$ cat config.mk
export PLATFORM = sky130hd
export DESIGN_NAME = dsp_mailbox_xfer
export DESIGN_NICKNAME = d
export VERILOG_FILES = /design/src/rtl/dsp_mailbox_xfer.sv
export SDC_FILE = /design/constraint.sdc
export NUM_CORES = 2
export LEC_CHECK = 0
export ABC_AREA = 1
export ABC_CLOCK_PERIOD_IN_PS = 10000
export CAP_MARGIN = 25
export CORE_AREA = 2 2 397 399
export DETAILED_ROUTE_END_ITERATION = 10
export DIE_AREA = 0 0 399 401
export HOLD_SLACK_MARGIN = 0.03
export PLACE_DENSITY = 0.55
export SYNTH_ARGS = -nofsm -noshare
export SYNTH_HDL_FRONTEND = slang
export SYNTH_SLANG_ARGS = --single-unit
$ cat constraint.sdc
create_clock -name i_clk -period 10 [get_ports i_clk]
set_clock_uncertainty 0.15 [all_clocks]
set_input_delay 2.5 -clock i_clk [delete_from_list [all_inputs] [get_ports i_clk]]
set_output_delay 2.5 -clock i_clk [all_outputs]
set_load 0.01 [all_outputs]
$ cat src/rtl/dsp_mailbox_xfer.sv
// Frame-based PL<->DSP mailbox: snapshots a word vector into the write DPBRAM, reads a
// block back from the read DPBRAM through a latency-matched index pipe, then publishes it.
module dsp_mailbox_xfer #(
  parameter int ADDR_W  = 9,
  parameter int DATA_W  = 16,
  parameter int N_WR    = 48,
  parameter int N_RD    = 12,
  parameter int WR_BASE = 0,
  parameter int RD_BASE = 0,
  parameter int RD_LAT  = 2,
  parameter int PERIOD  = 0
) (
  input  logic                     i_clk,
  input  logic                     i_rst,
  input  logic                     i_en,
  input  logic                     i_trig,
  input  logic [N_WR*DATA_W-1:0]   i_wr_vec,
  output logic [ADDR_W-1:0]        o_w_ram_addr,
  output logic [DATA_W-1:0]        o_w_ram_din,
  output logic                     o_w_ram_we,
  output logic [ADDR_W-1:0]        o_r_ram_addr,
  output logic                     o_r_ram_en,
  input  logic [DATA_W-1:0]        i_r_ram_dout,
  output logic [N_RD*DATA_W-1:0]   o_rd_vec,
  output logic                     o_rd_valid,
  output logic                     o_busy,
  output logic                     o_overrun,
  output logic [15:0]              o_frame_cnt
);

  localparam int N_MAX = (N_WR > N_RD) ? N_WR : N_RD;
  localparam int IDX_W = (N_MAX > 1) ? $clog2(N_MAX) : 1;
  localparam logic [IDX_W-1:0] WR_LAST = IDX_W'(N_WR - 1);
  localparam logic [IDX_W-1:0] RD_LAST = IDX_W'(N_RD - 1);

  localparam logic [2:0] S_IDLE   = 3'd0;
  localparam logic [2:0] S_SNAP   = 3'd1;
  localparam logic [2:0] S_WRITE  = 3'd2;
  localparam logic [2:0] S_READ   = 3'd3;
  localparam logic [2:0] S_DRAIN  = 3'd4;
  localparam logic [2:0] S_COMMIT = 3'd5;

  generate
    if (N_WR < 1 || N_RD < 1 || RD_LAT < 1) begin : g_bad_params
      $error("dsp_mailbox_xfer: N_WR, N_RD and RD_LAT must all be >= 1");
    end
    if (WR_BASE + N_WR > (1 << ADDR_W)) begin : g_bad_wr_window
      $error("dsp_mailbox_xfer: write window exceeds the DPBRAM address space");
    end
    if (RD_BASE + N_RD > (1 << ADDR_W)) begin : g_bad_rd_window
      $error("dsp_mailbox_xfer: read window exceeds the DPBRAM address space");
    end
  endgenerate

  logic [2:0]             state_reg;
  logic [IDX_W-1:0]       idx_reg;
  logic [N_WR*DATA_W-1:0] snap_reg;
  logic [N_RD*DATA_W-1:0] shadow;
  logic [N_RD*DATA_W-1:0] rd_vec_reg;
  logic                   rd_valid_reg;
  logic [15:0]            frame_cnt_reg;
  logic [RD_LAT-1:0]      pipe_v_reg;
  logic [IDX_W-1:0]       pipe_idx_reg [RD_LAT];

  logic tick;
  logic start;
  logic busy;
  logic wr_strobe;
  logic rd_strobe;
  logic last_ret;

  // Free-running period timer; it keeps counting during frames so ticks stay on the grid.
  generate
    if (PERIOD > 0) begin : g_timer
      localparam int TMR_W = (PERIOD > 1) ? $clog2(PERIOD) : 1;
      logic [TMR_W-1:0] timer_reg;

      assign tick = i_en && (timer_reg == TMR_W'(PERIOD - 1));

      always_ff @(posedge i_clk) begin
        if (i_rst || !i_en || tick) begin
          timer_reg <= '0;
        end else begin
          timer_reg <= timer_reg + 1'b1;
        end
      end
    end else begin : g_no_timer
      assign tick = 1'b0;
    end
  endgenerate

  assign start     = i_en && (i_trig || tick);
  assign busy      = (state_reg != S_IDLE);
  assign wr_strobe = (state_reg == S_WRITE);
  assign rd_strobe = (state_reg == S_READ);
  assign last_ret  = pipe_v_reg[RD_LAT-1] && (pipe_idx_reg[RD_LAT-1] == RD_LAST);

  assign o_busy       = busy;
  assign o_overrun    = start && busy && !i_rst;
  assign o_w_ram_we   = wr_strobe;
  assign o_r_ram_en   = rd_strobe;
  assign o_w_ram_addr = wr_strobe ? (ADDR_W'(WR_BASE) + ADDR_W'(idx_reg)) : '0;
  assign o_r_ram_addr = rd_strobe ? (ADDR_W'(RD_BASE) + ADDR_W'(idx_reg)) : '0;
  assign o_rd_vec     = rd_vec_reg;
  assign o_rd_valid   = rd_valid_reg;
  assign o_frame_cnt  = frame_cnt_reg;

  always_comb begin
    o_w_ram_din = '0;
    for (int k = 0; k < N_WR; k++) begin
      if (wr_strobe && idx_reg == IDX_W'(k)) begin
        o_w_ram_din = snap_reg[k*DATA_W +: DATA_W];
      end
    end
  end

  always_ff @(posedge i_clk) begin
    if (i_rst) begin
      state_reg     <= S_IDLE;
      idx_reg       <= '0;
      snap_reg      <= '0;
      rd_vec_reg    <= '0;
      rd_valid_reg  <= 1'b0;
      frame_cnt_reg <= '0;
    end else begin
      rd_valid_reg <= 1'b0;
      case (state_reg)
        S_IDLE: begin
          if (start) begin
            state_reg <= S_SNAP;
          end
        end
        S_SNAP: begin
          snap_reg  <= i_wr_vec;
          idx_reg   <= '0;
          state_reg <= S_WRITE;
        end
        S_WRITE: begin
          if (idx_reg == WR_LAST) begin
            idx_reg   <= '0;
            state_reg <= S_READ;
          end else begin
            idx_reg <= idx_reg + 1'b1;
          end
        end
        S_READ: begin
          if (idx_reg == RD_LAST) begin
            idx_reg   <= '0;
            state_reg <= S_DRAIN;
          end else begin
            idx_reg <= idx_reg + 1'b1;
          end
        end
        S_DRAIN: begin
          if (last_ret) begin
            state_reg <= S_COMMIT;
          end
        end
        S_COMMIT: begin
          rd_vec_reg    <= shadow;
          rd_valid_reg  <= 1'b1;
          frame_cnt_reg <= frame_cnt_reg + 16'd1;
          state_reg     <= S_IDLE;
        end
        default: begin
          state_reg <= S_IDLE;
        end
      endcase
    end
  end

  // Read index travels alongside the RAM latency so each returning word knows its slot.
  always_ff @(posedge i_clk) begin
    if (i_rst) begin
      pipe_v_reg <= '0;
      for (int k = 0; k < RD_LAT; k++) begin
        pipe_idx_reg[k] <= '0;
      end
    end else begin
      pipe_v_reg[0]   <= rd_strobe;
      pipe_idx_reg[0] <= idx_reg;
      for (int k = 1; k < RD_LAT; k++) begin
        pipe_v_reg[k]   <= pipe_v_reg[k-1];
        pipe_idx_reg[k] <= pipe_idx_reg[k-1];
      end
    end
  end

  genvar gi;
  generate
    for (gi = 0; gi < N_RD; gi++) begin : g_shadow
      logic [DATA_W-1:0] word_reg;

      always_ff @(posedge i_clk) begin
        if (i_rst) begin
          word_reg <= '0;
        end else if (pipe_v_reg[RD_LAT-1] && pipe_idx_reg[RD_LAT-1] == IDX_W'(gi)) begin
          word_reg <= i_r_ram_dout;
        end
      end

      assign shadow[gi*DATA_W +: DATA_W] = word_reg;
    end
  endgenerate

endmodule
**After elaboration in Yosys (flattened, before gate mapping)**

Memory sizes are Yosys's and may differ from the RTL's.
Index checks and enable logic that the tools add are counted.

- Reductions and logical operators: 70
- Mux-type cells: 64
- Equal/unequal tests: 67
- Add/subtract/negate cells: 2
- Bitwise operators: 2

Operators by type and width:

| cell | count |
|---|---|
| 2-to-1 mux 16 bit | 48 |
| equality test 6 x 5 -> 1 bit (second input constant) | 16 |
| equality test 6 bit (second input constant) | 16 |
| equality test 6 x 4 -> 1 bit (second input constant) | 12 |
| logical AND 1 bit | 63 |
| equality test 6 x 3 -> 1 bit (second input constant) | 8 |
| 2-to-1 mux 6 bit | 6 |
| equality test 6 x 2 -> 1 bit (second input constant) | 4 |
| one-hot mux 6 bit (3 select lines) | 1 |
| adder 16 x 1 -> 16 bit (second input constant) | 1 |
| one-hot mux 3 bit (5 select lines) | 1 |
| equality test 6 x 1 -> 1 bit (second input constant) | 2 |
| logical NOT 6 bit | 2 |
| 2-to-1 mux 3 bit | 4 |
| adder 6 x 1 -> 6 bit (second input constant) | 1 |
| equality test 3 x 2 -> 1 bit (second input constant) | 2 |
| equality test 3 bit (second input constant) | 2 |
| nonzero test 3 bit | 2 |
| 2-to-1 mux 1 bit | 4 |
| inequality test 2 x 1 -> 1 bit (second input constant) | 2 |
| inequality test 2 bit (second input constant) | 2 |
| AND reduction 4 bit | 1 |
| equality test 3 x 1 -> 1 bit (second input constant) | 1 |
| logical NOT 3 bit | 1 |
| other kinds (2) | 3 |

- Input bits: 788
- Memory bits (writable): 12
- Output and inout bits: 247
- Memories: 1
- Register bits after elaboration: 1180

Memory list:

| name | depth | bits a word | rd ports | clocked after Yosys merged registers in | write ports | line | source |
|---|---|---|---|---|---|---|---|
| pipe_idx_reg | 2 | 6 | 2 | 0 | 2 | 63 | `logic [IDX_W-1:0] pipe_idx_reg [RD_LAT];` |

**Longest topological paths before layout**

- Word-level depth: 50
- Gate-level depth with buffers: 58

**Worst setup path before layout**

Ideal clock, no wire load.

- Path type: register to output
- Start: register idx_reg[1]
- End: output port o_w_ram_din[0]
- Arrival: 3882 ps
- Stages on the path, launching flop included: 50
- Path buffers: 0
- Setup slack: 3468 ps
- Cell sequence: dfxtp_1 -> inv_1 -> ha_1 -> nand2_1 -> inv_1 -> nor3_4 -> a21oi_1 -> o211ai_1 -> nor2_1 -> o21bai_1 -> nand2_1 -> nand3_1 -> nand3_1 -> nand3_1 -> nand2_1 -> nand3_1 -> nand3_1 -> nand2_1 -> (+14 left out) -> nand2_1 -> nand3_1 -> nand2_1 -> nand2_1 -> nand2_1 -> nand2_1 -> nand3_1 -> nand3_1 -> nand2_1 -> nand2_1 -> nand3_1 -> nand3_1 -> nand2_1 -> nand2_1 -> nand3_1 -> nand3_1 -> nand2_1 -> a21oi_2

- Cells in the longest elaborated chain, start to end: 50
- Elaborated cells on any way between the ends: 144
- Classes of those cells: eq/ne (47); mux (48); reduce/logical (49)

Ends and longest elaborated chain:

| item | line | source |
|---|---|---|
| from (decl) | 56 | `logic [IDX_W-1:0] idx_reg;` |
| from (signal assigned) | 143 | `idx_reg <= idx_reg + 1'b1;` |
| from (signal assigned) | 151 | `idx_reg <= idx_reg + 1'b1;` |
| logical NOT 6 bit | 111 | `if (wr_strobe && idx_reg == IDX_W'(k)) begin` |
| logical AND 1 bit | 111 |  |
| 2-to-1 mux 16 bit (47 in a row) | 111 |  |
| 2-to-1 mux 16 bit * | 111 |  |
| to (decl) | 19 | `output logic [DATA_W-1:0] o_w_ram_din,` |

Mark *: on every way between the ends. The rest lies on a longest branch, timed or not.

**Worst setup path in the final report**

- Start: register idx_reg[1]
- End: output port o_w_ram_din[13]

The elaborated chain is that of the path after synthesis.

==> out/results.txt <==
CP Capture Type -> output pin
Distinct cells, synth -> 41
layout overhead on the synthesized area -> 35.4%
final hold violations -> 0
Critical Path Source Type -> register
hold crit path type -> register to register
layout cells sized above 1 -> 5.61%
flip-flop count of the largest register after layout -> 768
area of the multi-input gates -> 21000 µm²
CTS tree -> built
vias after detailed routing -> 49736
arrival time at the worst endpoint -> 7.02 ns
Core Box Area -> 156000 µm²
status -> complete, no violations
Setup Total Neg Slack -> 0 ns
global route overflow -> 0
Clock Pin Slew Worst Setup and Hold Paths -> 0.06 ns
Worst Path Class, Setup -> register to output pin
critical path's top delay family -> simple AND/OR/NAND/NOR gates
vias in the first global route -> 47648
sequential share of power -> 44.0%
total clock sinks -> 1192
hold-fix buffers at CTS -> 0
Worst Path Required -> 7.35 ns
Fillers -> 16207
Slew Limit Fails -> 0
maximum vdd drop -> 0.000136 V
commonest non-fill, non-tap cell in the layout -> o21ai_0
final setup fails -> 0
port bufs -> 1028
crit-path max cell delay -> 0.54 ns
Pwr Density -> 190 nW/µm²
largest net degree at the start of global routing -> 285
routed len/inst -> 22.7 µm
internal power -> 9.07 mW
Die Span Y -> 401 µm
sequential share of the synthesized area -> 48.8%
LEAKAGE -> 27.2 nW
highest-count cells in the layout ignoring fill and taps -> o21ai_0, nor2_1, dfxtp_1, clkdlybuf4s50_1, nand2_1
CP max-delay cell -> clkdlybuf4s50_1
RePlAce Congestion -> 0.960
unrepaired setup endpoints after global routing -> yes
CTS Buffer Depth -> 3
# nets final -> 8598
Gate Count Post-Synth -> 6999
max-cap viol count -> 0
sequential cell area -> 23900 µm²
DR pass1 iterations -> 6
measured slew at the worst slew-check pin -> 1.15 ns
Crit path top cell by count -> nand2_1
final instance area -> 66300 µm²
Primary FF master, synth -> dfxtp_1
Buffers & Inverters on Critical Path -> 3
worst rel slew slack -> 23.4%
yosys warns -> 0
Placed Instance Area -> 60800 µm²
Crit Path Max Fanout -> 10
Die Wd -> 399 µm
Rows -> 145
Mean Syn Cell Area -> 6.99 µm²
Max Fclk -> 0.103 GHz
sw power -> 3.54 mW
Clock power frac -> 42.5%
initial antenna violation count -> 55
Top Ports -> 1035
Vias/cell -> 4.98
first-pass GRT wire length -> 323 mm
CTS Buf Count -> 141
Sw Share -> 28.1%
GR Util All Layers -> 27.2%
post-route minimum period -> 9.67 ns
worst hold slack -> 0.252 ns
Post-Route WL -> 227 mm
H-tree levels -> 4
synthesized area -> 48900 µm²
fin crit share -> 96.7%
Post-synth EDFFs -> 0
#FFs+latches synth -> 1192
Initial Utilization -> 31.4%
ys async rst share -> 0%
later-pin clock latency in the skew report -> 0.77 ns
dpl hpwl -> 167 mm
Antenna Nets Post-Route -> 0
Initial DRC Count -> 4673
full die area -> 160000 µm²
Comb power frac -> 13.5%
DR DRC count -> 0
clock root buffer -> clkbuf_16
## worst min-delay path: stages, from the launching register on
cell     delay, ns
dfxtp_1       0.29
inv_1         0.04
nor2_1        0.03
## power by group through the flow
stage               Sequential (mW)  Clock (mW)  Combinational [mW]
global placement               5.63           0                1.66
finish                         5.54        5.36                1.70
CTS                            5.53        5.45                1.68
detailed placement             5.63           0                1.67
global route                   5.59        5.65                1.88
floorplan                      5.53           0               0.919
## routing by layer
metal	global-route usage, %	wire length [µm]	up-vias
met3	7.18	19500	408
met2	42.6	102000	1854
met1	34.7	94400	23326
li1	-	-	24100
met4	13.1	11300	48
met5	0	287	-
## logic make-up (layout without fill, tap and decap cells)
logic type / Yosys count / in the layout / share of synthesized area [%]
AOI/OAI and AO/OA: 1977 / 1977 / 20.4
other: 1 / 30 / 0.00766
DFF: 1192 / 1192 / 48.8
buffers and inverters: 1157 / 2064 / 9.02
adders and majority gates: 5 / 5 / 0.128
and+or+nand+nor: 2664 / 2665 / 21.6
xor gates and xnor gates: 3 / 3 / 0.0537
## cells in the mapped netlist, drive strengths merged (2+ instances only)
master	n	area (µm²)
a31oi	2	12.5
dfxtp	1192	23900
o211ai	6	45.0
o221ai	5	43.8
xor2	3	26.3
clkbuf	449	1690
a21oi	552	2770
nand3	316	1590
o2111ai	5	43.8
nand3b	8	60.1
o21bai	2	15.0
inv	664	2490
o21a	3	22.5
nand2	942	3560
clkinv	6	22.5
buf	38	211
nor2	1372	5190
nor3b	2	15.0
o21ai	1388	6950
nor3	17	101
nand4	7	43.8
ha	5	62.6
a32o	2	20.0
o22ai	9	56.3
## layout make-up
cell class,instances,area share (%)
Inverter,670,3.84
Tap cell,2058,3.89
Clock inverter,49,1.10
Clock buffer,201,6.18
Timing Repair Buffer,1144,17.2
Multi-Input combinational cell,4656,31.7
Sequential cell,1192,36.0
Antenna cell,24,0.0906
## stage by stage
| step | util (%) | setup WS [ns] | power [mW] | instances |
|---|---|---|---|---|
| 2_1_floorplan | - | 3.47 | 6.45 | 7004 |
| 3_3_place_gp | 39.0 | 0.703 | 7.28 | 9685 |
| 3_5_place_dp | 39.0 | 0.658 | 7.30 | 9692 |
| 4_1_cts | 42.2 | 0.00285 | 12.7 | 9944 |
| 5_1_grt | 42.6 | -0.195 | 13.1 | 9986 |
| 6_report | 42.6 | 0.327 | 12.6 | 9994 |
## worst paths after layout
check | start | to | slack, ns | cells past startpoint
worst max-delay path | idx_reg[1]$_SDFFE_PP0P_ | o_w_ram_din[13] | 0.33 | 55
worst min-delay path | pipe_v_reg[0]$_SDFF_PP0_ | pipe_v_reg[1]$_SDFF_PP0_ | 0.25 | 2
worst max register to register | state_reg[2]$_SDFFE_PP0P_ | o_frame_cnt[15]$_SDFFE_PP0P_ | 6.18 | 20
worst min register to register | pipe_v_reg[0]$_SDFF_PP0_ | pipe_v_reg[1]$_SDFF_PP0_ | 0.25 | 2
## what timing repair did
item | 4_1_cts | 5_1_grt
pin swaps | 1 | 11
buffers inserted | 2 | 23
gates cloned | 0 | 1
endpoints found under the setup margin | 10 | 16
gates resized for setup | 13 | 72
Note: power is estimated with default switching activity, not from simulation.
